$ cat src/rtl/tmds_channel_decoder.sv
// TMDS receive channel: hunts for the symbol boundary inside a two-word bit window,
// then decodes each aligned 10-bit symbol into a pixel byte or a control token.
module tmds_channel_decoder #(
    parameter int TOKEN_RUN    = 16,
    parameter int SEARCH_WORDS = 4096,
    parameter int LOCK_TIMEOUT = 8192
) (
    input  logic       clk,
    input  logic       rst,
    input  logic [9:0] din,
    input  logic       din_valid,
    input  logic       resync_in,
    output logic [7:0] data_out,
    output logic [1:0] ctrl_out,
    output logic       de_out,
    output logic       out_valid,
    output logic       locked,
    output logic [3:0] offset_out
);
    localparam int RUN_W  = $clog2(TOKEN_RUN) + 1;
    localparam int WORD_W = $clog2(SEARCH_WORDS) + 1;
    localparam int SIL_W  = $clog2(LOCK_TIMEOUT) + 1;

    localparam logic [0:0] ST_SEARCH = 1'b0;
    localparam logic [0:0] ST_LOCKED = 1'b1;

    logic [0:0]        state_reg, state_next;
    logic [3:0]        offset_reg, offset_next;
    logic [RUN_W-1:0]  run_reg, run_next;
    logic [WORD_W-1:0] word_reg, word_next;
    logic [SIL_W-1:0]  sil_reg, sil_next;
    logic [9:0]        prev_reg, prev_next;
    logic [7:0]        data_reg, data_next;
    logic [1:0]        ctrl_reg, ctrl_next;
    logic              de_reg, de_next;
    logic              valid_reg, valid_next;

    // Offset 0 selects the previous word in full; higher offsets pull in bits of din.
    logic [18:0] window;
    logic [9:0]  cand [10];
    logic [9:0]  q;

    assign window = {din[8:0], prev_reg};

    generate
        for (genvar gi = 0; gi < 10; gi++) begin : g_cand
            assign cand[gi] = window[gi+9:gi];
        end
    endgenerate

    assign q = (offset_reg < 4'd10) ? cand[offset_reg] : cand[0];

    logic       is_token;
    logic [1:0] token_ctrl;

    always_comb begin
        is_token   = 1'b1;
        token_ctrl = 2'b00;
        case (q)
            10'h354: token_ctrl = 2'b00;
            10'h0AB: token_ctrl = 2'b01;
            10'h154: token_ctrl = 2'b10;
            10'h2AB: token_ctrl = 2'b11;
            default: is_token = 1'b0;
        endcase
    end

    logic [7:0] d;
    logic [7:0] decoded;

    assign d          = q[9] ? ~q[7:0] : q[7:0];
    assign decoded[0] = d[0];

    generate
        for (genvar gi = 1; gi < 8; gi++) begin : g_dec
            assign decoded[gi] = q[8] ? (d[gi] ^ d[gi-1]) : ~(d[gi] ^ d[gi-1]);
        end
    endgenerate

    logic [RUN_W-1:0]  run_inc;
    logic [WORD_W-1:0] word_inc;
    logic [SIL_W-1:0]  sil_inc;
    logic [3:0]        offset_adv;

    assign run_inc    = (&run_reg)  ? run_reg  : run_reg  + RUN_W'(1);
    assign word_inc   = (&word_reg) ? word_reg : word_reg + WORD_W'(1);
    assign sil_inc    = (&sil_reg)  ? sil_reg  : sil_reg  + SIL_W'(1);
    assign offset_adv = (offset_reg >= 4'd9) ? 4'd0 : offset_reg + 4'd1;

    always_comb begin
        state_next  = state_reg;
        offset_next = offset_reg;
        run_next    = run_reg;
        word_next   = word_reg;
        sil_next    = sil_reg;
        prev_next   = prev_reg;
        data_next   = data_reg;
        ctrl_next   = ctrl_reg;
        de_next     = de_reg;
        valid_next  = din_valid;

        if (resync_in) begin
            state_next = ST_SEARCH;
            run_next   = '0;
            word_next  = '0;
            sil_next   = '0;
            data_next  = '0;
            ctrl_next  = '0;
            de_next    = 1'b0;
            valid_next = 1'b0;
        end else if (din_valid) begin
            prev_next = din;
            if (state_reg == ST_SEARCH) begin
                data_next = '0;
                ctrl_next = '0;
                de_next   = 1'b0;
                word_next = word_inc;
                run_next  = is_token ? run_inc : '0;
                if (is_token && run_inc == RUN_W'(TOKEN_RUN)) begin
                    state_next = ST_LOCKED;
                    run_next   = '0;
                    sil_next   = '0;
                end else if (word_reg == WORD_W'(SEARCH_WORDS - 1)) begin
                    offset_next = offset_adv;
                    word_next   = '0;
                    run_next    = '0;
                end
            end else if (is_token) begin
                ctrl_next = token_ctrl;
                de_next   = 1'b0;
                data_next = '0;
                sil_next  = '0;
            end else begin
                data_next = decoded;
                de_next   = 1'b1;
                sil_next  = sil_inc;
                // Too long without a control token: alignment presumed wrong, try the next offset.
                if (sil_inc == SIL_W'(LOCK_TIMEOUT)) begin
                    state_next  = ST_SEARCH;
                    offset_next = offset_adv;
                    run_next    = '0;
                    word_next   = '0;
                    sil_next    = '0;
                    data_next   = '0;
                    ctrl_next   = '0;
                    de_next     = 1'b0;
                end
            end
        end
    end

    always_ff @(posedge clk) begin
        if (rst) begin
            state_reg  <= ST_SEARCH;
            offset_reg <= '0;
            run_reg    <= '0;
            word_reg   <= '0;
            sil_reg    <= '0;
            prev_reg   <= '0;
            data_reg   <= '0;
            ctrl_reg   <= '0;
            de_reg     <= 1'b0;
            valid_reg  <= 1'b0;
        end else begin
            state_reg  <= state_next;
            offset_reg <= offset_next;
            run_reg    <= run_next;
            word_reg   <= word_next;
            sil_reg    <= sil_next;
            prev_reg   <= prev_next;
            data_reg   <= data_next;
            ctrl_reg   <= ctrl_next;
            de_reg     <= de_next;
            valid_reg  <= valid_next;
        end
    end

    assign data_out   = data_reg;
    assign ctrl_out   = ctrl_reg;
    assign de_out     = de_reg;
    assign out_valid  = valid_reg;
    assign locked     = (state_reg == ST_LOCKED);
    assign offset_out = offset_reg;

endmodule

$ cat config.mk
export PLATFORM = sky130hd
export DESIGN_NAME = tmds_channel_decoder
export DESIGN_NICKNAME = d
export VERILOG_FILES = /design/src/rtl/tmds_channel_decoder.sv
export SDC_FILE = /design/constraint.sdc
export NUM_CORES = 1
export LEC_CHECK = 0
export ABC_AREA = 1
export CORE_ASPECT_RATIO = 0.8
export CORE_UTILIZATION = 35
export CTS_BUF_LIST = sky130_fd_sc_hd__clkbuf_16
export DETAILED_ROUTE_END_ITERATION = 16
export GPL_TIMING_DRIVEN = 0
export SETUP_SLACK_MARGIN = 0.02
export SYNTH_ARGS = -nofsm -noshare
export SYNTH_HDL_FRONTEND = slang
export SYNTH_SLANG_ARGS = --single-unit
$ cat constraint.sdc
create_clock -name clk -period 6.7 [get_ports clk]
set_input_delay 1.005 -clock clk [delete_from_list [all_inputs] [get_ports clk]]
set_output_delay 1.005 -clock clk [all_outputs]
set_load 0.02 [all_outputs]
; ---- Word-level counts from Yosys, hierarchy flattened
; Index checks and enable logic that the tools add are counted.
[totals]
ff_bits = 59
out_inout_bits = 17
[op_classes]
muxes = 50
reduce_logical = 13
n_bitwise = 17
n_lt_le_gt_ge = 3
n_eq_ne = 11
n_addsub = 4
[op_table]
columns = operator, count
row1 = $mux W13, 6
row2 = $mux W14, 5
row3 = $bmux W10 S4, 1
row4 = $mux W5, 7
row5 = $mux W8, 4
row6 = $mux W10, 3
row7 = $mux W4, 6
row8 = $eq A10 B10 Y1 const B, 2
row9 = $add A14 B1 Y14 const B, 1
row10 = $eq A14 B14 Y1 const B, 1
row11 = $mux W1, 14
row12 = $reduce_and A14 Y1, 1
row13 = $add A13 B1 Y13 const B, 1
row14 = $eq A13 B12 Y1 const B, 1
row15 = $reduce_and A13 Y1, 1
row16 = $eq A10 B8 Y1 const B, 1
row17 = $eq A10 B9 Y1 const B, 1
row18 = $not A1 Y1, 8
row19 = $not A8 Y8, 1
row20 = $xor A1 B1 Y1, 7
row21 = $mux W2, 3
row22 = $pmux W2 S3, 1
row23 = $reduce_and A2 Y1, 3
row24 = $reduce_and A6 Y1, 1
row25 = other kinds (16), 18

; ---- Depth between registers and ports, before layout
[depth]
depth_word = 13
depth_mapped = 24
depth_no_buf = 21

; ---- Least setup slack after synthesis
; Ideal clock, no wire load.
[synth_path]
path_kind = input to register
startpoint = in din[1]
endpoint = reg word_reg[2]
required_time_ns = 6.587
path_stages = 19
setup_slack_ns = 3.840
setup_time_ns = 0.113
arrival_time_ns = 2.746
path_buffers = 1
path_cell_list = inv_1 o21ai_0 o21ai_0 o22ai_1 nand2_1 o21ai_0 nor2_1 ha_1 nand4_1 inv_1 nand3_1 nand2_4 nand2_1 nand2_2 inv_2 nand2_4 buf_6 o21ai_1 nor2_1
[synth_between]
elab_chain_len = 10
word_cells_on_any_way = 15
[synth_lines]
columns = item, line
row1 = start: declaration, 10  ; input logic [9:0] din,
row2 = $bmux W10 S4 *, 51  ; assign q = (offset_reg < 4'd10) ? cand[offset_reg] : cand[0];
row3 = $mux W10 (implied by the code) * (2 in series), 51
row4 = $mux W10 *, 51
row5 = "$eq A10 B10 Y1, or another cell as far along", 59  ; case (q)
row6 = $reduce_or A4 Y1 (no line) *, --
row7 = $mux W1 *, 59
row8 = $logic_and A1 B1 Y1, 119  ; if (is_token && run_inc == RUN_W'(TOKEN_RUN)) begin
row9 = $mux W13, 119
row10 = $mux W13, 113  ; if (state_reg == ST_SEARCH) begin
row11 = end signal: assignment, 168  ; word_reg <= word_next;
row12 = end: declaration, 30  ; logic [WORD_W-1:0] word_reg, word_next;
; Mark *: on every way between the ends. The rest lies on a longest branch, timed or not. The select of a mux whose other input is x is not followed.
; A chain may end at the register's enable or synchronous reset.

; ---- Worst setup path after layout
[layout_path]
startpoint = in din[1]
endpoint = reg sil_reg[5]
[layout_between]
elab_chain_len = 10
word_cells_on_any_way = 15
[layout_lines]
columns = item, line
row1 = $bmux W10 S4 *, 51
row2 = $mux W10 (implied by the code) * (2 in series), 51
row3 = $mux W10 *, 51
row4 = "$eq A10 B10 Y1, or another cell as far along", 59
row5 = $reduce_or A4 Y1 (no line) *, --
row6 = $mux W1 *, 59
row7 = $logic_and A1 B1 Y1, 119
row8 = $reduce_bool A2 Y1 (no line), --
row9 = $reduce_and A2 Y1 (no line), --
row10 = end signal: assignment, 169  ; sil_reg <= sil_next;
row11 = end: declaration, 31  ; logic [SIL_W-1:0] sil_reg, sil_next;
; Marked as above.

==> out/metrics.csv <==
stage,metric,value,unit
timing,rsz0062_at_grt,false,
setup_path,cpMostUsedCell,nand2_1,
floorplan,fp.dieH,104,um
clock_tree,htreeDepth,3,
timing,slew_violations,0,
logic_synthesis,avgSynthCellArea,6.06,um^2
global_route,grt_pass1_vias,4346,
run,cap_viol_max_count,0,
timing,finalCriticalPeriod,3.48,ns
logic_synthesis,postSynthCellCount,757,
logic_synthesis,yosysWarnings,0,
clock_tree,clockBufferDepth,2,
logic_synthesis,async_flop_share,0,%
power_and_ir_drop,worst_ir_drop_vdd,120,uV
final_layout,syn_to_final_growth,17.3,%
floorplan,die_w,130,um
clock_tree,cts_tree,built,
final_layout,final_util,42.0,%
final_layout,final.fill_count,1360,
global_route,grt_first_pass_wirelength,21700,um
setup_path,cp-start-kind,primary input,
setup_path,worst-setup-path-type,in -> reg,
timing,final_min_period_over_clock_period,51.9,%
clock_tree,cts_buffers,9,
power_and_ir_drop,total_leakage_power,2.31,nW
place,routabilityCongestion,0.941,
timing,worstMarginPinSlew,0.709,ns
power_and_ir_drop,power.internal,0.688,mW
timing,slew_headroom,52.7,%
floorplan,core,12800,um^2
power_and_ir_drop,sw_frac_of_total,27.5,%
timing,hold_viol,0,
floorplan,core.rowCount,37,
logic_synthesis,syn_area,4590,um^2
setup_path,cp_max_fo,10,
logic_synthesis,synth_fp_nets,785,
setup_path,arrival,3.68,ns
timing,setup-violations-final,0,
detailed_routing,ant_nets,0,
timing,fin_setup_tns,0,ns
power_and_ir_drop,seqPwrFrac,38.7,%
power_and_ir_drop,clockPowerShare,47.8,%
setup_path,slowest_delay,0.47,ns
min_path,hp-class,reg -> reg,
place,io_buffers,29,
global_route,antenna_found_initial,0,
clock_tree,cts-resized-gates,0,
logic_synthesis,ys_seq_area_share,25.7,%
timing,fin_worst_skew,0.00562,ns
clock_tree,clkSinkCount,59,
place,dp_hpwl,9720,um
detailed_routing,drtPass1Iterations,4,
power_and_ir_drop,total_power,0.950,mW
logic_synthesis,yosys-top-cells-area,"dfxtp_1 26%, nand2_1 17%, nor2_1 9.2%",
run_status,status,"complete, no violations",
clock_tree,postCtsSetupBuffers,0,
setup_path,cp-end-kind,flop,
power_and_ir_drop,power.switching,0.262,mW
setup_path,critical_path.cell_chain,clkdlybuf4s50_1 -> inv_1 -> o21ai_0 -> o21ai_0 -> o22ai_1 -> nand2_1 -> o21ai_0 -> nor2_1 -> inv_1 -> ha_1 -> nand4_1 -> inv_1 -> nand2_4 -> nand2_4 -> nand2_1 -> nand2_1 -> nand2_2 -> buf_4 -> nand2_1 -> a21oi_1,
logic_synthesis,yosysTopAreaCellShare,25.7,%
detailed_routing,drt_iter0_drc,351,
logic_synthesis,yosysUniqueCellTypes,42,
logic_synthesis,synth_seq_cells,59,
timing,clock.fmax,0.288,GHz
final_layout,seq_area,1180,um^2
setup_path,critPathRequiredTime,6.90,ns
global_route,grt_max_degree,12,
logic_synthesis,ys_top_cells_by_count,"211 x nand2_1, 112 x nor2_1, 76 x inv_1",
place,dpl_cell_area,5100,um^2
detailed_routing,drc,0,
global_route,track_usage,20.3,%
clock_tree,clkTransAtPathRegs,0.05,ns
clock_tree,clkLatencyLatePin,0.34,ns
global_route,grt-ovfl-total,0,
logic_synthesis,synth.most_common_cell,nand2_1,
detailed_routing,wire_per_inst,13.1,um
detailed_routing,drt_wl_total,12800,um
floorplan,die_area,13600,um^2
detailed_routing,viasPerCell,4.91,
logic_synthesis,synth_area_leader_cell,dfxtp_1,
final_layout,num_antenna_cells,0,
power_and_ir_drop,p_per_area,176,nW/um^2
final_layout,multiInputGateArea,2940,um^2
floorplan,io_pins,31,
final_layout,final_nets,825,
floorplan,initial_core_util,35.8,%
detailed_routing,via_count,4801,
logic_synthesis,synth_edf_count,0,
logic_synthesis,synth_ff_type,dfxtp_1,
final_layout,stdcell_area,5380,um^2
power_and_ir_drop,p_comb_share,13.5,%
final_layout,drive_gt1_share,9.85,%
final_layout,largest_reg_flops,14,
clock_tree,cts-root-buf,clkbuf_16,
clock_tree,cts.hold.buffers_added,0,
setup_path,critical-path-slowest-cell,clkdlybuf4s50_1,
==> cells in the final DEF, fill, tap and decap left out, types with 4 or more instances in the layout <==
cell,netlist,layout
inv_1,76,77
buf_2,7,7
buf_6,4,4
xor2_1,9,9
nand2_4,5,5
a21oi_2,6,6
inv_2,6,6
nand2_2,13,13
buf_4,4,4
clkbuf_1,11,11
clkdlybuf4s50_1,0,29
o21ai_0,36,36
o21a_1,7,7
a21oi_1,33,33
ha_1,14,14
dfxtp_1,59,59
clkbuf_16,0,9
xnor2_1,4,4
nor2_2,8,8
nor3_1,7,7
nor2_1,112,112
nand3_1,64,64
nand2_1,211,211
nand4_1,23,23
==> final cells by class <==
| type | instances | area share (%) |
|---|---|---|
| Sequential cell | 59 | 21.9 |
| Clock buffer | 9 | 4.18 |
| Clock inverter | 7 | 1.12 |
| Multi-Input combinational cell | 587 | 54.6 |
| Timing Repair Buffer | 29 | 5.39 |
| Inverter | 84 | 5.86 |
| Tap cell | 175 | 4.07 |
| Buffer | 27 | 2.88 |
==> metrics by stage <==
step / hold slack [ns] / worst slack, ns / cells
after global routing: 0.488 / 2.87 / 977
final: 0.472 / 3.22 / 977
after CTS: 0.473 / 3.24 / 977
after detailed placement: 0.465 / 2.89 / 961
after floorplan: 0.455 / 3.84 / 757
after global placement: 0.465 / 2.89 / 961
==> final timing paths <==
check,cells past startpoint,slack [ns],start,to
worst max-delay path,20,3.22,din[1],sil_reg[5]$_SDFFE_PP0P_
worst min-delay path,2,0.47,data_out[4]$_SDFFE_PP0P_,data_out[4]$_SDFFE_PP0P_
worst max register to register,18,3.49,offset_out[0]$_SDFFE_PP0P_,sil_reg[5]$_SDFFE_PP0P_
worst min register to register,2,0.47,data_out[4]$_SDFFE_PP0P_,data_out[4]$_SDFFE_PP0P_
==> critical path: cells and delay by family <==
kind	cells	cell delay (ns)
adder cells (fa/ha/maj)	1	0.13
AND/OR/NAND/NOR	9	0.85
AO/OA/AOI/OAI	5	0.72
buffers and inverters	5	0.95
==> routing by layer <==
layer | part of all wire (%) | GRT usage (%)
met1 | 53 | 31.2
met2 | 40 | 27.4
met3 | 5.9 | 4.32
met4 | 1.5 | 6.15
met5 | 0 | 0
==> logic make-up after synthesis <==
logic type                 after synthesis  synth area share, %
buffers and inverters                  111                 10.3
and+or+nand+nor                        462                 44.8
AOI/OAI and AO/OA                       98                 12.9
adders and majority gates               14                 3.82
xor gates and xnor gates                13                 2.48
DFF                                     59                 25.7
==> power by group through the flow <==
stage / Clock (mW) / Combinational, mW / Sequential [mW]
after floorplan: 0 / 0.0868 / 0.374
after global placement: 0 / 0.127 / 0.375
after detailed placement: 0 / 0.127 / 0.375
after CTS: 0.464 / 0.127 / 0.367
after global routing: 0.483 / 0.145 / 0.368
final: 0.454 / 0.128 / 0.367
Power figures use the tool's default switching activity.
